<file path="src/rtl/adder_pkg.sv">
// Shared types and constants for the adder arbiter slice.
package adder_pkg;

  localparam int unsigned ADDER_WIDTH = 8;

  typedef enum logic [1:0] {
    IDLE = 2'd0,
    ADD  = 2'd1,
    RESP = 2'd2
  } adder_arb_state_t;

  // Identifies one of the two requesters.
  typedef logic req_id_t;

endpackage

</file>
<file path="src/rtl/ripple_adder.sv">
// Combinational ripple-carry adder: half adder at bit 0, full adders above.
module ripple_adder #(
  parameter int unsigned WIDTH = 8
) (
  input  logic [WIDTH-1:0] a,
  input  logic [WIDTH-1:0] b,
  output logic [WIDTH-1:0] sum,
  output logic             cout
);

  // c[i] is the carry into bit i; c[WIDTH] is the carry-out.
  logic [WIDTH:1] c;

  assign sum[0] = a[0] ^ b[0];
  assign c[1]   = a[0] & b[0];

  for (genvar i = 1; i < int'(WIDTH); i++) begin : g_fa
    assign sum[i]  = a[i] ^ b[i] ^ c[i];
    assign c[i+1]  = (a[i] & b[i]) | (c[i] & (a[i] ^ b[i]));
  end

  assign cout = c[WIDTH];

endmodule

</file>
<file path="src/rtl/adder_arbiter.sv">
// Round-robin arbiter and sequencer for two requesters sharing one adder.
module adder_arbiter
  import adder_pkg::*;
#(
  parameter int unsigned WIDTH = ADDER_WIDTH
) (
  input  logic             i_clk,
  input  logic             i_rst,
  input  logic             i_req_valid_0,
  input  logic [WIDTH-1:0] i_req_a_0,
  input  logic [WIDTH-1:0] i_req_b_0,
  output logic             o_req_ready_0,
  input  logic             i_req_valid_1,
  input  logic [WIDTH-1:0] i_req_a_1,
  input  logic [WIDTH-1:0] i_req_b_1,
  output logic             o_req_ready_1,
  output logic             o_rsp_valid,
  output logic             o_rsp_id,
  output logic [WIDTH-1:0] o_rsp_sum,
  output logic             o_rsp_carry,
  input  logic             i_rsp_ready,
  output logic             o_busy
);

  adder_arb_state_t state_q, state_d;
  req_id_t          rr_q, rr_d;
  req_id_t          id_q;
  req_id_t          grant_id;
  logic             grant_vld;
  logic [WIDTH-1:0] a_q, b_q;
  logic [WIDTH-1:0] add_sum;
  logic             add_cout;
  logic             rsp_valid_q;
  req_id_t          rsp_id_q;
  logic [WIDTH-1:0] rsp_sum_q;
  logic             rsp_carry_q;

  ripple_adder #(.WIDTH(WIDTH)) u_adder (
    .a    (a_q),
    .b    (b_q),
    .sum  (add_sum),
    .cout (add_cout)
  );

  // Arbitration, ready generation and next-state logic.
  always_comb begin
    state_d       = state_q;
    rr_d          = rr_q;
    grant_vld     = 1'b0;
    grant_id      = 1'b0;
    o_req_ready_0 = 1'b0;
    o_req_ready_1 = 1'b0;
    unique case (state_q)
      IDLE: begin
        if (i_req_valid_0 && i_req_valid_1) begin
          grant_vld = 1'b1;
          grant_id  = rr_q;
        end else if (i_req_valid_0 || i_req_valid_1) begin
          grant_vld = 1'b1;
          grant_id  = i_req_valid_1;
        end
        if (grant_vld) begin
          o_req_ready_0 = ~grant_id;
          o_req_ready_1 = grant_id;
          rr_d          = ~grant_id;
          state_d       = ADD;
        end
      end
      ADD:     state_d = RESP;
      RESP:    if (i_rsp_ready) state_d = IDLE;
      default: state_d = IDLE;
    endcase
  end

  // FSM state and round-robin pointer.
  always_ff @(posedge i_clk or posedge i_rst) begin
    if (i_rst) begin
      state_q <= IDLE;
      rr_q    <= 1'b0;
    end else begin
      state_q <= state_d;
      rr_q    <= rr_d;
    end
  end

  // Operand capture from the granted requester.
  always_ff @(posedge i_clk or posedge i_rst) begin
    if (i_rst) begin
      a_q  <= '0;
      b_q  <= '0;
      id_q <= 1'b0;
    end else if (grant_vld) begin
      a_q  <= grant_id ? i_req_a_1 : i_req_a_0;
      b_q  <= grant_id ? i_req_b_1 : i_req_b_0;
      id_q <= grant_id;
    end
  end

  // Response registers: loaded in ADD, valid dropped on consumption only.
  always_ff @(posedge i_clk or posedge i_rst) begin
    if (i_rst) begin
      rsp_valid_q <= 1'b0;
      rsp_id_q    <= 1'b0;
      rsp_sum_q   <= '0;
      rsp_carry_q <= 1'b0;
    end else if (state_q == ADD) begin
      rsp_valid_q <= 1'b1;
      rsp_id_q    <= id_q;
      rsp_sum_q   <= add_sum;
      rsp_carry_q <= add_cout;
    end else if (state_q == RESP && i_rsp_ready) begin
      rsp_valid_q <= 1'b0;
    end
  end

  assign o_rsp_valid = rsp_valid_q;
  assign o_rsp_id    = rsp_id_q;
  assign o_rsp_sum   = rsp_sum_q;
  assign o_rsp_carry = rsp_carry_q;
  assign o_busy      = (state_q != IDLE);

endmodule

</file>
<file path="config.mk">
export PLATFORM = sky130hd
export DESIGN_NAME = adder_arbiter
export DESIGN_NICKNAME = d
export VERILOG_FILES = /design/src/rtl/adder_pkg.sv /design/src/rtl/ripple_adder.sv /design/src/rtl/adder_arbiter.sv
export SDC_FILE = /design/constraint.sdc
export NUM_CORES = 1
export LEC_CHECK = 0
export ABC_AREA = 1
export CAP_MARGIN = 20
export CORE_MARGIN = 1.5
export CORE_UTILIZATION = 30
export CTS_BUF_LIST = sky130_fd_sc_hd__clkbuf_8
export CTS_CLUSTER_SIZE = 30
export DETAILED_ROUTE_END_ITERATION = 10
export GPL_ROUTABILITY_DRIVEN = 0
export SYNTH_ARGS = -nofsm -noshare
export SYNTH_HDL_FRONTEND = slang
export SYNTH_HIERARCHICAL = 1
export SYNTH_SLANG_ARGS = --single-unit
</file>
<file path="constraint.sdc">
create_clock -name i_clk -period 4.2 [get_ports i_clk]
set_input_delay 0.42 -clock i_clk [delete_from_list [all_inputs] [get_ports i_clk]]
set_output_delay 0.42 -clock i_clk [all_outputs]
set_load 0.005 [all_outputs]
</file>
==> Yosys cells after proc, flatten, opt, wreduce, memory -nomap -nowiden <==
Index checks and enable logic that the tools add are counted.
{ "word_totals": {"ff_bits": 31, "input_bits": 37, "out_inout_bits": 14} }
{ "op_classes": {"n_eq_ne": 4, "n_mux": 19, "n_bitwise": 38, "n_reduce_logical": 8} }
{ "op_table": {"columns": ["operator", "count"], "rows": [
  ["8-bit 2-to-1 mux", 2],
  ["1-bit AND", 15],
  ["1-bit bitwise XOR", 15],
  ["1-bit 2-to-1 mux", 14],
  ["1-bit OR", 7],
  ["2-bit case mux with 3 select lines", 1],
  ["2-bit 2-to-1 mux", 2],
  ["2-bit != test (second input constant)", 2],
  ["2-bit AND reduction", 2],
  ["2-bit nonzero test", 2],
  ["2-bit by 1-bit equality test with 1-bit output (second input constant)", 1],
  ["2-bit equality test (second input constant)", 1],
  ["1-bit logical AND", 2],
  ["2-bit zero test", 1],
  ["1-bit logical OR", 1],
  ["1-bit inverter", 1]
]} }

==> Depth between registers and ports, before layout <==
{ "logic_depth": {"word_depth": 15, "depth_mapped": 14} }

==> Cells and area by module <==
The synthesis kept the hierarchy.
{ "by_module_without_submodules": {"columns": ["mod", "instances", "cells_per_inst", "area_per_inst_um2", "seq_area_each_um2"], "rows": [
  ["adder_arbiter", 1, 204, 1480.2, 775.7],
  ["ripple_adder", 1, 18, 190.2, 0.0]
]} }

==> Worst setup path after synthesis <==
Ideal clock, no wire load.
{ "synth_timing": {"kind": "flip-flop to flip-flop", "start": "reg a_q[0]", "end": "reg rsp_sum_q[7], in the netlist o_rsp_sum[7]", "setup_ns": 0.066, "arrival_ns": 3.263, "path_slack_ns": 0.871, "stages_incl_launch_ff": 15, "n_path_buf": 0, "path_cell_list": "dfrtp_1 -> ha_1 -> fa_1 -> inv_1 -> fa_1 -> inv_1 -> fa_1 -> fa_1 -> fa_1 -> fa_1 -> inv_1 -> fa_1 -> inv_1 -> nand2_1 -> nand2_1"} }
{ "synth_via": {"elab_chain_len": 14} }
{ "synth_lines": {"columns": ["element", "line", "rtl"], "rows": [
  ["start, declared", "adder_arbiter.sv:30", "logic [WIDTH-1:0] a_q, b_q;"],
  ["start signal, assigned", "adder_arbiter.sv:93", "a_q <= grant_id ? i_req_a_1 : i_req_a_0;"],
  ["1-bit AND", "ripple_adder.sv:15", "assign c[1] = a[0] & b[0];"],
  ["1-bit AND", "ripple_adder.sv:19", "assign c[i+1] = (a[i] & b[i]) | (c[i] & (a[i] ^ b[i]));"],
  ["1-bit OR", "ripple_adder.sv:19", null],
  ["1-bit AND", "ripple_adder.sv:19", null],
  ["1-bit OR", "ripple_adder.sv:19", null],
  ["1-bit AND", "ripple_adder.sv:19", null],
  ["1-bit OR", "ripple_adder.sv:19", null],
  ["1-bit AND", "ripple_adder.sv:19", null],
  ["1-bit OR", "ripple_adder.sv:19", null],
  ["1-bit AND", "ripple_adder.sv:19", null],
  ["1-bit OR", "ripple_adder.sv:19", null],
  ["1-bit AND", "ripple_adder.sv:19", null],
  ["1-bit OR", "ripple_adder.sv:19", null],
  ["1-bit bitwise XOR", "ripple_adder.sv:18", "assign sum[i] = a[i] ^ b[i] ^ c[i];"],
  ["named net add_sum[7]", "adder_arbiter.sv:31", "logic [WIDTH-1:0] add_sum;"],
  ["end signal, assigned", "adder_arbiter.sv:109", "rsp_sum_q <= add_sum;"],
  ["end, declared", "adder_arbiter.sv:35", "logic [WIDTH-1:0] rsp_sum_q;"]
]} }
The timed path passes the listed nets, and every way through them passes these cells.
A chain may end at the register's enable or synchronous reset.

==> Worst setup path after layout <==
Same ends and word-level chain as after synthesis.

==> summary by stage <==
Power
The peak ir drop on the vdd network is 0.1928 mV. Summed over all cells, the static leakage comes to 1.290 nW. The cell area power density is 660.9 mW/mm².

Floorplan
The floorplan has 26 rows. The die covers 0.006024 mm². 51 I/O pins were placed. The floorplan core area is 0.005238 mm². The floorplan step set the die width to 77.62 µm. The starting utilization of the core area is 31.89%. The height of the die is 77.62 µm.

Placed design
The count of buffers added on input and output ports is 50. Once placement finished, the instance area stood at 0.002216 mm². The placed wire-length estimate after detailed placement is 2486 µm.

Clocking
CTS built an H-tree with a depth of 2. The TritonCTS buffer count is 5. For the worst-skew pair, the clock arrives at the later sink with an insertion delay of 0.28 ns. The buffers inserted during post-CTS setup optimization is 0. TritonCTS built the clock tree. Clock-pin slew was measured on the worst setup and hold paths at 0.06 ns. The number of buffers on the longest clock path is 2. The master cell of the clock root buffer is sky130_fd_sc_hd__clkbuf_8. The number of sinks driven by the clock tree is 31.

Post-CTS repair changed the size of 0 cells. The count of hold-fix buffers inserted at cts is 0.

Setup path
The cell family contributing the most delay on the critical path is adder cells. The worst setup path is launched from a flop. The cell with the largest stage delay on the worst path is sky130_fd_sc_hd__fa_1. The peak fanout along the critical path is 2. For this run, the slowest stage of the critical path takes 0.40 ns.

Counting both buffers and inverters, the worst setup path holds a total of 4. Counting stages on the worst path, the most repeated cell is sky130_fd_sc_hd__fa_1. STA puts the critical path data required time at 4.42 ns.

STA classifies the critical path endpoint as a flop. Data on the critical path arrives at its endpoint at 3.71 ns. The kind of critical path is flop to flop. Traced cell by cell, the critical path runs through ha_1 > fa_1 > inv_1 > fa_1 > inv_1 > fa_1 > fa_1 > fa_1 > fa_1 > inv_1 > fa_1 > inv_1 > nand2_1 > nand2_1.

Drt
After detailed routing, the average wire length per cell comes to 9.587 µm. The number of nets with antenna violations after routing is 0. The detailed router placed 1,376 vias in this run. Dividing the detail-routed via count by the number of cells gives 4.000. The wire length reported by the detailed router is 3298 µm. The detailed router's first-iteration violation count is 92. The DRC violation count after routing is 0. The first detailed-routing pass ran for 4 iterations.

Hold path
The class of the most critical hold timing path is flop to flop.

Global routing
The total overflow left after global routing is 0. For this run, the total global-route usage over all layers was measured as 12.54%. The number of antenna violations at the first check in global routing is 0. The maximum number of pins on one net before global-route repair is 32. The number of global-route vias before repair is 1,267. The global-route wire length before repair is 5865 µm.

Timing
Setup violations remaining at the end of the flow were counted as 0. For the pin with the worst max-slew slack, the measured transition is 0.5932 ns. The setup total negative slack is 0 ns. The final critical path takes up 83.09% of the cycle. The routed design could run at a clock period as short as 3.490 ns. Setup repair after global routing left no endpoint under its margin. The max-slew violation total from the final report is 0. Across all hold checks on the routed design, the worst slack comes to 0.4714 ns. The count of final hold-check violations came to 0. The top achievable clock speed is 286.6 MHz. The worst-case clock skew is 0.004212 ns. The relative max-transition margin is 60.31%.

Layout
At the end of the flow, the number of nets in the layout was 318. The final instance area is 0.002316 mm². The fill cell instance count of the final layout is 557. The number of inserted diodes is 0. The area growth from synthesis to layout is 38.65%. The fraction of final layout cells with drive strength greater than 1 is 4.015%. Summing all flip-flop and latch instances after layout gives 775.7 µm². At the end of the flow the core is filled with cells to 44.22%. The multi-input combinational cells in the finished layout cover a total of 701.9 µm².

Yosys
The synthesized net count is 267. By area the synthesized netlist is led by sky130_fd_sc_hd__dfrtp_1 46%, sky130_fd_sc_hd__nand2_1 27%, sky130_fd_sc_hd__inv_1 8.5%, sky130_fd_sc_hd__fa_1 8.4%, sky130_fd_sc_hd__o21ai_0 1.5%. A synthesized cell averages 7.524 µm². The cell area after synthesis is 0.001670 mm². The number of distinct library cells after synthesis is 16. Synthesis handed over a netlist of 222 instances. The post-synthesis register bit count is 31.

The share of synthesized area in the top cell type comes to 46.44%. The number of warning messages in the yosys log is 6. The synthesized design spends more area on one cell type than any other, namely sky130_fd_sc_hd__dfrtp_1. The share of the Yosys chip area taken by registers is 46.44%.

Outcome
The flow ran to the end, and the final reports show no timing, DRC or antenna violations.

Run
Across the run, the number of max-cap violations was 0.
==> cell usage in the layout (no fill, tap or decap), drive strengths merged <==
master	instances
nand4	2
dfrtp	31
nand3	4
clkbuf	7
inv	39
clkdlybuf4s50	50
ha	1
nor2	4
nand2	123
buf	1
fa	7
o21ai	5
==> registers in the layout, indices dropped and copies added, names as in the netlist <==
name         count
o_rsp_carry      1
b_q              8
o_rsp_id         1
state_q          2
o_rsp_valid      1
o_rsp_sum        8
id_q             1
a_q              8
rr_q             1
==> worst register-to-register path, stage by stage, from the launching register on <==
cell,delay [ns]
sky130_fd_sc_hd__dfrtp_1,0.38
sky130_fd_sc_hd__ha_1,0.22
sky130_fd_sc_hd__fa_1,0.35
sky130_fd_sc_hd__inv_1,0.07
sky130_fd_sc_hd__fa_1,0.16
sky130_fd_sc_hd__inv_1,0.05
sky130_fd_sc_hd__fa_1,0.37
sky130_fd_sc_hd__fa_1,0.40
sky130_fd_sc_hd__fa_1,0.39
sky130_fd_sc_hd__fa_1,0.36
sky130_fd_sc_hd__inv_1,0.07
sky130_fd_sc_hd__fa_1,0.40
sky130_fd_sc_hd__inv_1,0.06
sky130_fd_sc_hd__nand2_1,0.05
sky130_fd_sc_hd__nand2_1,0.09
==> per-layer routing <==
layer | track usage, % | part of all wire [%] | vias up
met5 | 0 | 0 | -
met4 | 7.636 | 2.6 | 0
met3 | 2.941 | 5.6 | 6
met2 | 17.74 | 40 | 43
met1 | 17.19 | 52 | 583
li1 | - | - | 744
==> Yosys cell counts (all sizes together) <==
cell type,count
nand3,4
o21ai,5
fa,7
dfrtp,31
nand4,2
clkbuf,2
inv,38
nand2,123
ha,1
buf,5
nor2,4
==> final cells by class <==
class	count	share of cell area (%)
tap	70	3.782
clock inverter	1	0.1621
sequential	31	33.50
clock buffer	7	4.160
inverter	38	6.159
multi-input combinational	146	30.31
timing repair buffer	51	21.93
==> final timing paths <==
check	slack, ns	cells past startpoint	to	start
min	0.47	2	o_rsp_sum[6]	o_rsp_sum[6]
max in group asynchronous	3.40	3	rr_q	i_rst
max reg2reg	0.71	14	o_rsp_sum[7]	a_q[0]
max	0.71	14	o_rsp_sum[7]	a_q[0]
min reg2reg	0.47	2	o_rsp_sum[6]	o_rsp_sum[6]
min in group asynchronous	0.51	3	o_rsp_sum[0]	i_rst
==> power breakdown <==
part	internal, mW	switching, mW	total [mW]
Combinational	0.334	0.402	0.736
Clock	0.147	0.101	0.247
Sequential	0.452	0.0954	0.548
==> cells by family after synthesis <==
group                      share of synthesized area (%)
AOI/OAI and AO/OA                                  1.498
adders and majority gates                          9.138
buffers and inverters                              11.54
DFF                                                46.44
and+or+nand+nor                                    31.39
==> metrics by stage <==
| stage | instances | total power [mW] | worst slack (ns) |
|---|---|---|---|
| floorplan | 222 | 1.052 | 0.8714 |
| global placement | 336 | 1.292 | 0.7780 |
| detailed placement | 336 | 1.303 | 0.7212 |
| CTS | 344 | 1.559 | 0.7114 |
| global route | 344 | 1.722 | 0.5324 |
| finish | 344 | 1.531 | 0.7104 |
No activity file was read; power rests on OpenSTA's default activity.
